`src/rtl/cpu_datapath_if.sv`:
```
// Purpose : bundles the sequencer strobes, the memory port and the status/debug
//           outputs of the accumulator-CPU datapath into one port.
// Ports   : slave modport = datapath side, master modport = sequencer/memory side.
interface cpu_datapath_if #(
    parameter int DATA_W = 8,
    parameter int ADDR_W = 8
);
    // Memory word is {opcode[7:0], operand[ADDR_W-1:0]}.
    localparam int MEM_W = 8 + ADDR_W;

    // register load strobes and mux/ALU selects
    logic              i_ld_pc;
    logic              i_ld_mar;
    logic              i_ld_mdr;
    logic              i_ld_ir;
    logic              i_ld_acc;
    logic              i_mux_pc_sel;
    logic              i_mux_acc_sel;
    logic              i_mux_mar_sel;
    logic              i_alu_ctrl;
    // memory port
    logic              i_mem_rw;
    logic [ADDR_W-1:0] o_mem_addr;
    logic [MEM_W-1:0]  o_mem_wdata;
    logic              o_mem_we;
    logic [MEM_W-1:0]  i_mem_rdata;
    logic              i_mem_ready;
    // status back to the sequencer, plus debug views
    logic [7:0]        o_opcode;
    logic              o_acc_zero;
    logic              o_carry;
    logic              o_stall;
    logic [ADDR_W-1:0] o_pc;
    logic [DATA_W-1:0] o_acc;

    modport slave (
        input  i_ld_pc, i_ld_mar, i_ld_mdr, i_ld_ir, i_ld_acc,
        input  i_mux_pc_sel, i_mux_acc_sel, i_mux_mar_sel, i_alu_ctrl,
        input  i_mem_rw, i_mem_rdata, i_mem_ready,
        output o_mem_addr, o_mem_wdata, o_mem_we,
        output o_opcode, o_acc_zero, o_carry, o_stall, o_pc, o_acc
    );

    modport master (
        output i_ld_pc, i_ld_mar, i_ld_mdr, i_ld_ir, i_ld_acc,
        output i_mux_pc_sel, i_mux_acc_sel, i_mux_mar_sel, i_alu_ctrl,
        output i_mem_rw, i_mem_rdata, i_mem_ready,
        input  o_mem_addr, o_mem_wdata, o_mem_we,
        input  o_opcode, o_acc_zero, o_carry, o_stall, o_pc, o_acc
    );
endinterface

```
`src/rtl/cpu_datapath.sv`:
```
// Purpose : PC/MAR/MDR/IR/ACC register-transfer datapath with ADD/XOR ALU for the accumulator CPU.
// Latency : register loads visible 1 cycle after the strobe; status/memory outputs combinational from registers.
// Backpressure: MDR loads wait on i_mem_ready (IDLE/WAIT handshake); o_stall tells the sequencer to freeze.
// Ports   : i_clk, i_rst_n (async active-low) plus the cpu_datapath_if slave modport.
module cpu_datapath #(
    parameter int DATA_W = 8,
    parameter int ADDR_W = 8
) (
    input  logic           i_clk,
    input  logic           i_rst_n,
    cpu_datapath_if.slave  bus
);
    localparam int MEM_W = 8 + ADDR_W;

    typedef enum logic {ST_IDLE = 1'b0, ST_WAIT = 1'b1} mdr_st_e;

    mdr_st_e           st_q,    st_d;
    logic [ADDR_W-1:0] pc_q,    pc_d;
    logic [ADDR_W-1:0] mar_q,   mar_d;
    logic [MEM_W-1:0]  mdr_q,   mdr_d;
    logic [MEM_W-1:0]  ir_q,    ir_d;
    logic [DATA_W-1:0] acc_q,   acc_d;
    logic              carry_q, carry_d;

    logic [ADDR_W-1:0] ir_operand;
    logic [DATA_W-1:0] mdr_lo;
    logic [DATA_W:0]   alu_sum;
    logic [DATA_W-1:0] alu_res;
    logic              alu_carry;
    logic              rd_req;
    logic              rd_stall;
    logic              mdr_cap;

    always_comb begin
        ir_operand = ir_q[ADDR_W-1:0];
        mdr_lo     = mdr_q[DATA_W-1:0];
        alu_sum    = {1'b0, acc_q} + {1'b0, mdr_lo};
        alu_res    = bus.i_alu_ctrl ? (acc_q ^ mdr_lo) : alu_sum[DATA_W-1:0];
        alu_carry  = ~bus.i_alu_ctrl & alu_sum[DATA_W];

        // In WAIT the read is already outstanding, so a held i_ld_mdr adds nothing.
        rd_req   = (st_q == ST_WAIT) | bus.i_ld_mdr;
        mdr_cap  = rd_req & bus.i_mem_ready;
        // Stall only while data is still missing; the cycle that brings ready is not a stall.
        rd_stall = rd_req & ~bus.i_mem_ready;

        st_d    = rd_stall ? ST_WAIT : ST_IDLE;
        pc_d    = pc_q;
        mar_d   = mar_q;
        mdr_d   = mdr_q;
        ir_d    = ir_q;
        acc_d   = acc_q;
        carry_d = carry_q;

        // All next values come from pre-edge registers, so simultaneous strobes see old data.
        if (bus.i_ld_pc)
            pc_d = bus.i_mux_pc_sel ? (pc_q + ADDR_W'(1)) : ir_operand;
        if (bus.i_ld_mar)
            mar_d = bus.i_mux_mar_sel ? ir_operand : pc_q;
        if (mdr_cap)
            mdr_d = bus.i_mem_rdata;
        if (bus.i_ld_ir)
            ir_d = mdr_q;
        if (bus.i_ld_acc) begin
            acc_d = bus.i_mux_acc_sel ? alu_res : mdr_lo;
            // Carry tracks ALU loads only; a plain MDR load leaves it alone.
            if (bus.i_mux_acc_sel)
                carry_d = alu_carry;
        end
    end

    always_ff @(posedge i_clk or negedge i_rst_n) begin
        if (!i_rst_n) begin
            st_q    <= ST_IDLE;
            pc_q    <= '0;
            mar_q   <= '0;
            mdr_q   <= '0;
            ir_q    <= '0;
            acc_q   <= '0;
            carry_q <= 1'b0;
        end else begin
            st_q    <= st_d;
            pc_q    <= pc_d;
            mar_q   <= mar_d;
            mdr_q   <= mdr_d;
            ir_q    <= ir_d;
            acc_q   <= acc_d;
            carry_q <= carry_d;
        end
    end

    assign bus.o_mem_addr  = mar_q;
    assign bus.o_mem_wdata = MEM_W'(acc_q);
    // A write is held off only by an outstanding read; a write waiting on ready keeps we high.
    assign bus.o_mem_we    = bus.i_mem_rw & ~rd_stall;
    assign bus.o_stall     = rd_stall | (bus.i_mem_rw & ~bus.i_mem_ready);
    assign bus.o_opcode    = ir_q[MEM_W-1:ADDR_W];
    assign bus.o_acc_zero  = (acc_q == '0);
    assign bus.o_carry     = carry_q;
    assign bus.o_pc        = pc_q;
    assign bus.o_acc       = acc_q;
endmodule

```
`src/flat_wrapper.sv`:
```
// flat-port wrapper written by rule: the top's interface ports become plain ports
module cpu_datapath_flat 
#(
    parameter int DATA_W = 8,
    parameter int ADDR_W = 8
)
  (i_clk, i_rst_n, bus_i_ld_pc, bus_i_ld_mar, bus_i_ld_mdr, bus_i_ld_ir, bus_i_ld_acc, bus_i_mux_pc_sel, bus_i_mux_acc_sel, bus_i_mux_mar_sel, bus_i_alu_ctrl, bus_i_mem_rw, bus_i_mem_rdata, bus_i_mem_ready, bus_o_mem_addr, bus_o_mem_wdata, bus_o_mem_we, bus_o_opcode, bus_o_acc_zero, bus_o_carry, bus_o_stall, bus_o_pc, bus_o_acc);
  cpu_datapath_if #(.DATA_W(DATA_W), .ADDR_W(ADDR_W)) bus_i ();
  input  logic i_clk;
  input  logic i_rst_n;
  input wire logic [$bits(bus_i.i_ld_pc)-1:0] bus_i_ld_pc;
  input wire logic [$bits(bus_i.i_ld_mar)-1:0] bus_i_ld_mar;
  input wire logic [$bits(bus_i.i_ld_mdr)-1:0] bus_i_ld_mdr;
  input wire logic [$bits(bus_i.i_ld_ir)-1:0] bus_i_ld_ir;
  input wire logic [$bits(bus_i.i_ld_acc)-1:0] bus_i_ld_acc;
  input wire logic [$bits(bus_i.i_mux_pc_sel)-1:0] bus_i_mux_pc_sel;
  input wire logic [$bits(bus_i.i_mux_acc_sel)-1:0] bus_i_mux_acc_sel;
  input wire logic [$bits(bus_i.i_mux_mar_sel)-1:0] bus_i_mux_mar_sel;
  input wire logic [$bits(bus_i.i_alu_ctrl)-1:0] bus_i_alu_ctrl;
  input wire logic [$bits(bus_i.i_mem_rw)-1:0] bus_i_mem_rw;
  input wire logic [$bits(bus_i.i_mem_rdata)-1:0] bus_i_mem_rdata;
  input wire logic [$bits(bus_i.i_mem_ready)-1:0] bus_i_mem_ready;
  output wire logic [$bits(bus_i.o_mem_addr)-1:0] bus_o_mem_addr;
  output wire logic [$bits(bus_i.o_mem_wdata)-1:0] bus_o_mem_wdata;
  output wire logic [$bits(bus_i.o_mem_we)-1:0] bus_o_mem_we;
  output wire logic [$bits(bus_i.o_opcode)-1:0] bus_o_opcode;
  output wire logic [$bits(bus_i.o_acc_zero)-1:0] bus_o_acc_zero;
  output wire logic [$bits(bus_i.o_carry)-1:0] bus_o_carry;
  output wire logic [$bits(bus_i.o_stall)-1:0] bus_o_stall;
  output wire logic [$bits(bus_i.o_pc)-1:0] bus_o_pc;
  output wire logic [$bits(bus_i.o_acc)-1:0] bus_o_acc;
  assign bus_i.i_ld_pc = bus_i_ld_pc;
  assign bus_i.i_ld_mar = bus_i_ld_mar;
  assign bus_i.i_ld_mdr = bus_i_ld_mdr;
  assign bus_i.i_ld_ir = bus_i_ld_ir;
  assign bus_i.i_ld_acc = bus_i_ld_acc;
  assign bus_i.i_mux_pc_sel = bus_i_mux_pc_sel;
  assign bus_i.i_mux_acc_sel = bus_i_mux_acc_sel;
  assign bus_i.i_mux_mar_sel = bus_i_mux_mar_sel;
  assign bus_i.i_alu_ctrl = bus_i_alu_ctrl;
  assign bus_i.i_mem_rw = bus_i_mem_rw;
  assign bus_i.i_mem_rdata = bus_i_mem_rdata;
  assign bus_i.i_mem_ready = bus_i_mem_ready;
  assign bus_o_mem_addr = bus_i.o_mem_addr;
  assign bus_o_mem_wdata = bus_i.o_mem_wdata;
  assign bus_o_mem_we = bus_i.o_mem_we;
  assign bus_o_opcode = bus_i.o_opcode;
  assign bus_o_acc_zero = bus_i.o_acc_zero;
  assign bus_o_carry = bus_i.o_carry;
  assign bus_o_stall = bus_i.o_stall;
  assign bus_o_pc = bus_i.o_pc;
  assign bus_o_acc = bus_i.o_acc;
  cpu_datapath #(.DATA_W(DATA_W), .ADDR_W(ADDR_W)) u_core (.i_clk(i_clk), .i_rst_n(i_rst_n), .bus(bus_i));
endmodule
```
`config.mk`:
```
export PLATFORM = sky130hd
export DESIGN_NAME = cpu_datapath_flat
export DESIGN_NICKNAME = d
export VERILOG_FILES = /design/src/rtl/cpu_datapath_if.sv /design/src/rtl/cpu_datapath.sv /design/src/flat_wrapper.sv
export SDC_FILE = /design/constraint.sdc
export NUM_CORES = 1
export LEC_CHECK = 0
export CORE_MARGIN = 4
export CORE_UTILIZATION = 43
export DETAILED_ROUTE_END_ITERATION = 12
export PLACE_DENSITY = 0.69
export SYNTH_ARGS = -nofsm -noshare
export SYNTH_HDL_FRONTEND = slang
export SYNTH_SLANG_ARGS = --single-unit
```
`constraint.sdc`:
```
create_clock -name i_clk -period 4.5 [get_ports i_clk]
set_input_delay 0.675 -clock i_clk [delete_from_list [all_inputs] [get_ports i_clk]]
set_output_delay 0.675 -clock i_clk [all_outputs]
set_load 0.01 [all_outputs]
```
==> impl_results.rst, run 1 <==
.. list-table::
   :header-rows: 1

   * - Metric
     - Value
   * - Switching Power
     - 0.0006077 W
   * - P per Cell Area
     - 490.0 mW/mm^2
   * - Maximum cell stage delay along the critical path
     - 0.55 ns
   * - Post-CTS Repair Setup Buffers
     - 0
   * - Die Y-Extent
     - 93.02 um
   * - Critical-path top delay cell
     - sky130_fd_sc_hd__clkdlybuf4s50_1
   * - Number of flip-flops and latches in the synthesized netlist
     - 58
   * - Worst setup slack for register-to-register paths
     - 2.37 ns
   * - Run status
     - completed
   * - Crit Reg-Reg Endpoint
     - u_core.bus.o_acc[6]
   * - Number of buffers inserted by hold repair at cts
     - 0
   * - Worst relative slew slack
     - 41.50%
   * - Adder and majority cell fraction of the synthesized area
     - 4.267%
   * - CP Max Fanout
     - 3
   * - Via count
     - 2268
   * - Post-Route Skew
     - 0.004147 ns
   * - Endpoints failing hold
     - 0
   * - Combinational share of power
     - 34.3%
   * - GR Overflow Total
     - 0
   * - Xor/xnor share of the synthesized area
     - 0.2818%
   * - Basic-gate share of the synthesized area counting and, or, nand and nor cells
     - 10.47%
   * - Growth of design area from synthesis to finish
     - 26.81%
   * - Type of element capturing the critical path
     - output port
   * - Peak supply drop
     - 0.0002445 V
   * - Compound-gate portion of the synthesized area
     - 11.31%
   * - Clock latency reported for the late side of the worst-skew pair
     - 0.33 ns
   * - Cell type with the largest total area after synthesis
     - sky130_fd_sc_hd__dfrtp_1
   * - Synthesized instance count
     - 288
   * - Number of buffers created by CTS
     - 9
   * - Data arrival time at the worst-slack endpoint
     - 1.98 ns
   * - Main combinational cell family by area after synthesis
     - multiplexers
   * - Slew of the pin with the lowest slew margin
     - 0.8774 ns
   * - Post-DR vias/cell
     - 5.120
   * - Netlist Area Pre-Place
     - 0.003108 sq mm
   * - F_max
     - 0.3765 GHz
   * - Filler cell count
     - 617
   * - Path class of the lowest-slack min-delay path
     - in2async
   * - FF+latch area
     - 0.001451 sq mm
   * - DR iter-0 viols
     - 141
   * - Family with the most delay on the worst path
     - buffers and inverters
   * - Sequential share of power
     - 38.7%
   * - Path depth of the worst reg2reg path
     - 8
   * - First-pass GRT wire length
     - 10740 um
   * - Num Clock Sinks
     - 58
   * - Number of gates resized after cts
     - 0
   * - Crit path buf inv count
     - 2
   * - Vias in the first global route
     - 2229
   * - Std cell rows
     - 30
   * - Maximum number of pins on one net before global-route repair
     - 48
   * - Fraction of layout cells with a size suffix above 1
     - 17.29%
   * - IO Pins
     - 81
   * - Post-synth cell types
     - 45
   * - NumNets Final
     - 381
   * - Register area share after synthesis
     - 46.70%
   * - Cell leakage power
     - 1.670 nW
   * - Worst setup SP type
     - input port
   * - Syn_area_per_cell
     - 10.79 sq um
   * - Yosys warning count
     - 0
   * - Post-synthesis mux area share
     - 17.47%
   * - Deepest clock path buffer count
     - 2
   * - Register clock-pin slew on the reported worst setup and hold paths
     - 0.06 ns
   * - Period utilisation layout
     - 59.02%
   * - Final routed wire length divided by cell count
     - 14.86 um
   * - CTS tree
     - built
   * - Area used by multi-input combinational logic
     - 0.001391 sq mm
   * - Number of buffer cells added on primary ports
     - 72
   * - Total Routed Length
     - 6583 um
   * - Buffer cell driving the clock tree root
     - sky130_fd_sc_hd__clkbuf_8
   * - Setup CP Type
     - in2out
   * - Pwr Total
     - 0.001931 W
   * - Share of total power consumed by net switching
     - 31.46%
   * - R2R Path Start
     - u_core.bus.o_acc[0]
   * - Final RePlAce weighted congestion
     - 0.8361
   * - Die extent in x
     - 93.02 um
   * - Largest cells by area after synthesis
     - sky130_fd_sc_hd__dfrtp_1 (47%), sky130_fd_sc_hd__mux2_2 (12%), sky130_fd_sc_hd__buf_4 (5.8%), sky130_fd_sc_hd__mux2i_1 (5.2%), sky130_fd_sc_hd__a21oi_1 (4.2%)
   * - Die area
     - 0.008652 sq mm
   * - Proportion of netlist area held by the largest area contributor
     - 46.70%
   * - Worst endpoint required time
     - 3.83 ns
   * - Final count of pins violating max slew
     - 0
   * - Remaining routing DRC violations
     - 0
   * - Part of the total power dissipated in the clock network
     - 27.0%
   * - Maximum Capacitance Violations
     - 0
   * - Internal Dissipation
     - 0.001324 W
   * - Antenna diode count
     - 0
   * - Final worst path period need
     - 2.656 ns
   * - Initial antenna violation count
     - 0
   * - List of cells traversed by the critical path
     - clkdlybuf4s50_1, nor2_1, nor2_1, nor2b_1, clkdlybuf4s50_1
   * - Detailed-routing iteration count for the pre-antenna-repair pass
     - 4
   * - Total Routing Usage GR
     - 15.76%
   * - Setup-violating endpoint count in the final report
     - 0
   * - Count of antenna-violating nets left after detailed routing
     - 0
   * - Initial core utilization
     - 45.00%
   * - H-tree levels
     - 3
   * - Final HPWL DP
     - 4801 um
   * - Unrepaired setup endpoints after global routing
     - false
   * - Core area
     - 0.006907 sq mm
   * - Setup tns final
     - 0 ns
worst max path at each step:
stage / from / to / slack (ns) / cells after the start
after floorplan: u_core.bus.o_acc[0] / u_core.bus.o_acc[6] / 2.57 / 8
final: bus_i_ld_mdr / bus_o_mem_we / 1.84 / 5
after global placement: bus_i_ld_mdr / bus_o_mem_we / 1.88 / 5
after global routing: u_core.bus.o_acc[5] / bus_o_acc_zero / 1.74 / 3
after detailed placement: bus_i_ld_mdr / bus_o_mem_we / 1.84 / 5
after CTS: u_core.bus.o_acc[4] / bus_o_acc_zero / 1.82 / 3
power groups by stage:
stage / registers (W) / logic [W] / clock network, W
after floorplan: 0.000753 / 0.000404 / 0
after global placement: 0.000753 / 0.000647 / 0
after detailed placement: 0.000758 / 0.000662 / 0
after CTS: 0.000749 / 0.000669 / 0.000538
after global routing: 0.000771 / 0.000727 / 0.000559
final: 0.000748 / 0.000662 / 0.000522
layout make-up:
type                    instances  area share, %
clock buffers                  10          3.492
clock inverters                 6          2.032
inverters                      10         0.9524
multi-input cells             190          35.30
flip-flops and latches         58          36.83
well taps                      96          3.048
repair buffers                 73          18.35
logic make-up after synthesis:
family,count (synthesis)
DFF,58
AOI/OAI and AO/OA,57
and+or+nand+nor,64
buffers and inverters,47
adders and majority gates,10
xor gates and xnor gates,1
muxes,50
other,1
layout by cell type (no fill, tap or decap), types with 8 or more instances in the layout:
cell type                         instances
sky130_fd_sc_hd__mux2i_1                 16
sky130_fd_sc_hd__dfrtp_1                 58
sky130_fd_sc_hd__clkdlybuf4s50_1         71
sky130_fd_sc_hd__inv_1                   10
sky130_fd_sc_hd__mux2_2                  34
sky130_fd_sc_hd__conb_1                   8
sky130_fd_sc_hd__a21oi_1                 26
sky130_fd_sc_hd__nor2_1                  23
sky130_fd_sc_hd__ha_1                     9
sky130_fd_sc_hd__clkbuf_8                10
sky130_fd_sc_hd__nand2_1                 12
metrics by stage:
| stage | hold WS (ns) | instance area [sq um] | cells | utilization, % | worst slack [ns] |
|---|---|---|---|---|---|
| 6_report | 0.2175 | 3941 | 443 | 57.07 | 1.844 |
| 5_1_grt | 0.2198 | 3941 | 443 | 57.07 | 1.743 |
| 4_1_cts | 0.2053 | 3941 | 443 | 57.07 | 1.822 |
| 3_5_place_dp | 0.4901 | 3724 | 427 | 53.91 | 1.843 |
| 3_3_place_gp | 0.4792 | 3724 | 427 | 53.91 | 1.884 |
| 2_1_floorplan | 0.3794 | 3134 | 295 | - | 2.574 |
Yosys cell counts, drive strengths merged:
master and n:
dfrtp 58, mux2 34, buf 31, a21oi 26, nor2 23, mux2i 16
nand2 12, o21ai 11, inv 10, ha 9, nand3 7, o22ai 7
clkbuf 6, nor3 4, and3 3, nor2b 3, nor3b 3, a211oi 2
a221oi 2, a311oi 2, a31oi 2, nor4b 2, o211ai 2, or4 2
a2111oi 1, a21o 1, a311o 1, and2 1, conb 1, fa 1
nand3b 1, or2 1, or2b 1, or3 1, xnor2 1
state kept, by name, summed over array words and instances, names as in the netlist:
| name | cells |
|---|---|
| u_core.bus.o_carry | 1 |
| u_core.bus.o_mem_addr | 8 |
| u_core.st_q | 1 |
| u_core.bus.o_acc | 8 |
| u_core.mdr_q | 16 |
| u_core.ir_q | 16 |
| u_core.bus.o_pc | 8 |
layer usage:
| layer | up-vias | share of wire (%) | global-route usage [%] |
|---|---|---|---|
| met5 | - | 0 | 0 |
| met4 | 0 | 1.4 | 4.518 |
| met3 | 9 | 7.9 | 5.792 |
| met2 | 82 | 47 | 24.90 |
| met1 | 1072 | 44 | 20.38 |
| li1 | 1105 | - | - |
Note: power is estimated with default switching activity, not from simulation.
==> run 2: changes to the inputs <==
Settings changed: PLACE_DENSITY 0.69 to 0.72.
Clock period 4.5 ns to 2.17 ns, I/O delays scaled along.
==> run 2 against run 1 <==
Net effect:
- critical path depth rose by 3
- largest cell class unchanged
- first-iteration DRC count fell by 3.5%
- clock power rose by 97%
- cell area rose by 1.9%
- die area did not move
- non-clock buffer count rose by 9
- via count rose by 1.9%
- power rose by 110%
- sequential share of layout area fell by 0.65 points
- core utilization rose by 1.1 points
- count of clock-buffer cells in the layout rose by 3
- final cell count rose by 1.8%
==> impl_results.rst, run 2 (synthesis gave the netlist of run 1 again) <==
.. list-table::
   :header-rows: 1

   * - Metric
     - Value
   * - Worst endpoint required time
     - 2.38 ns (-1.45 ns)
   * - Run status
     - completed
   * - F_max
     - 0.4969 GHz
   * - Final RePlAce weighted congestion
     - 0.9164 (+9.6%)
   * - Number of buffers created by CTS
     - 9 (unchanged)
   * - H-tree levels
     - 3 (unchanged)
   * - CTS tree
     - built
   * - Maximum Capacitance Violations
     - 0 (unchanged)
   * - Path class of the lowest-slack min-delay path
     - reg2reg
   * - Top library cells by usage in the layout, fill and taps aside
     - sky130_fd_sc_hd__clkdlybuf4s50_1 (70), sky130_fd_sc_hd__dfrtp_1 (57), sky130_fd_sc_hd__mux2_2 (34)
   * - Period utilisation layout
     - 92.75%
   * - First-pass GRT wire length
     - 10850 um (+1.0%)
   * - Register clock-pin slew on the reported worst setup and hold paths
     - 0.06 ns (about the same)
   * - Setup CP Type
     - reg2reg
   * - Num Clock Sinks
     - 58 (unchanged)
   * - Levels on crit path
     - 8 (+3)
   * - Vias in the first global route
     - 2236 (+0.31%)
   * - Total Routed Length
     - 6545 um (-0.58%)
   * - Buffer cell driving the clock tree root
     - sky130_fd_sc_hd__clkbuf_8
   * - Type of element capturing the critical path
     - flop
   * - Cell leakage power
     - 1.712 nW (+2.5%)
   * - Setup-violating endpoint count in the final report
     - 0 (unchanged)
   * - IO Pins
     - 81 (unchanged)
   * - Maximum cell stage delay along the critical path
     - 0.40 ns (-0.15 ns)
   * - Number of buffer cells added on primary ports
     - 72 (unchanged)
   * - Worst hold path cell count
     - 1
   * - Via count
     - 2311 (+1.9%)
   * - Fraction of layout cells with a size suffix above 1
     - 19.15% (+1.9 points)
   * - Endpoints failing hold
     - 0 (unchanged)
   * - P per Cell Area
     - 994.2 mW/mm^2 (+100%)
   * - Clock latency reported for the late side of the worst-skew pair
     - 0.33 ns (about the same)
   * - Final Util
     - 58.13% (+1.1 points)
   * - Registers with the highest flip-flop counts
     - u_core.ir_q x16, u_core.mdr_q x16
   * - GR Overflow Total
     - 0 (unchanged)
   * - Path depth of the worst reg2reg path
     - 8 (unchanged)
   * - Setup tns final
     - 0 ns (unchanged)
   * - Count of antenna-violating nets left after detailed routing
     - 0 (unchanged)
   * - Die extent in x
     - 93.02 um (unchanged)
   * - DR iter-0 viols
     - 136 (-3.5%)
   * - Unrepaired setup endpoints after global routing
     - false
   * - Final worst path period need
     - 2.013 ns
   * - Data arrival time at the worst-slack endpoint
     - 2.22 ns (+0.24 ns)
   * - Family with the most delay on the worst path
     - adder cells
   * - Growth of design area from synthesis to finish
     - 29.19%
   * - Crit path buf inv count
     - 1 (-1)
   * - Min-delay src
     - u_core.mdr_q[8]
   * - Filler cell count
     - 605 (-1.9%)
   * - Maximum number of pins on one net before global-route repair
     - 59 (+23%)
   * - Antenna diode count
     - 0 (unchanged)
   * - Post-Route Skew
     - 0.005072 ns (+0.0009248 ns)
   * - Deepest clock path buffer count
     - 2 (unchanged)
   * - Initial core utilization
     - 45.00% (unchanged)
   * - Final HPWL DP
     - 4771 um (-0.61%)
   * - Die Y-Extent
     - 93.02 um (unchanged)
   * - Detailed-routing iteration count for the pre-antenna-repair pass
     - 4 (unchanged)
   * - Most frequent standard cell in the layout excluding fill and tap cells
     - sky130_fd_sc_hd__clkdlybuf4s50_1
   * - Std cell rows
     - 30 (unchanged)
   * - Total Routing Usage GR
     - 15.86% (+0.091 points)
   * - Worst setup SP type
     - flop
   * - Start point of the critical path
     - u_core.bus.o_acc[0]
   * - Critical-path top delay cell
     - sky130_fd_sc_hd__dfrtp_2
   * - R2R Path Start
     - u_core.bus.o_acc[0]
   * - Pwr Total
     - 0.003992 W (+110%)
   * - Peak supply drop
     - 0.0005114 V (+110%)
   * - Initial antenna violation count
     - 0 (unchanged)
   * - CP Max Fanout
     - 5 (+2)
   * - Die area
     - 0.008652 sq mm (unchanged)
   * - Final routed wire length divided by cell count
     - 14.51 um (-2.3%)
   * - FF+latch area
     - 0.001453 sq mm (about the same)
   * - NumNets Final
     - 390 (+2.4%)
   * - List of cells traversed by the critical path
     - ha_1, inv_1, fa_1, nor2b_1, o21ai_1, a211oi_2, mux2i_1, nand2_1
   * - Remaining routing DRC violations
     - 0 (unchanged)
   * - Core area
     - 0.006907 sq mm (unchanged)
   * - Post-DR vias/cell
     - 5.124 (about the same)
   * - Final count of pins violating max slew
     - 0 (unchanged)
   * - Area used by multi-input combinational logic
     - 0.001396 sq mm (+0.36%)
-- run 2: final cells by class --
cell class                 instances  area share, %
multi-input combinational        190          34.78
clock buffer                      13          4.207
inverter                          10         0.9349
sequential                        58          36.18
tap                               96          2.992
clock inverter                     2         0.8725
timing repair buffer              82          20.04
-- run 2: power by group --
| part | internal [W] | switching [W] |
|---|---|---|
| Sequential | 0.00131 | 0.000234 |
| Combinational | 0.000796 | 0.000623 |
| Clock | 0.000617 | 0.000411 |
| Total | 0.00272 | 0.00127 |
-- run 2: worst paths after layout --
path | endpoint | slack [ns]
setup reg to reg | u_core.bus.o_acc[6] | 0.16
hold / removal | u_core.mdr_q[8] | 0.50
max in group asynchronous | u_core.bus.o_acc[0] | 1.35
hold reg to reg | u_core.mdr_q[8] | 0.50
min in group asynchronous | u_core.bus.o_mem_addr[1] | 0.52
setup / recovery | u_core.bus.o_acc[6] | 0.16
-- run 2: repair_timing --
action,4_1_cts,5_1_grt
resized for setup,1,2
hold buffers,1,0
pin swaps,0,1
hold endpoints to repair,36,0
buffers inserted,0,1
setup endpoints to repair,1,1
-- run 2: stage by stage --
stage	std cells	hold WS (ns)	instance area, sq um	setup slack [ns]
6_report	451	0.4990	4015	0.1573
5_1_grt	451	0.5266	4015	0.001267
4_1_cts	450	0.5040	4001	0.06572
3_5_place_dp	434	0.3521	3789	0.08453
3_3_place_gp	434	0.3517	3789	0.1909
2_1_floorplan	295	0.02991	3134	0.2442
-- run 2: worst reg2reg max path, delay by kind of cell (launching register included) --
kind / cells / cell delay, ns
simple gates: 2 / 0.18
flops: 1 / 0.40
mux: 1 / 0.22
buf+inv: 1 / 0.07
compound gates: 2 / 0.42
fa+ha+maj: 2 / 0.61
-- run 2: metal layers --
metal | track usage (%) | wire length (um) | vias to the layer above
met5 | 0 | 0 | -
met4 | 7.570 | 146 | 0
met3 | 4.425 | 400 | 11
met2 | 24.24 | 3088 | 79
met1 | 20.78 | 2910 | 1096
li1 | - | - | 1125
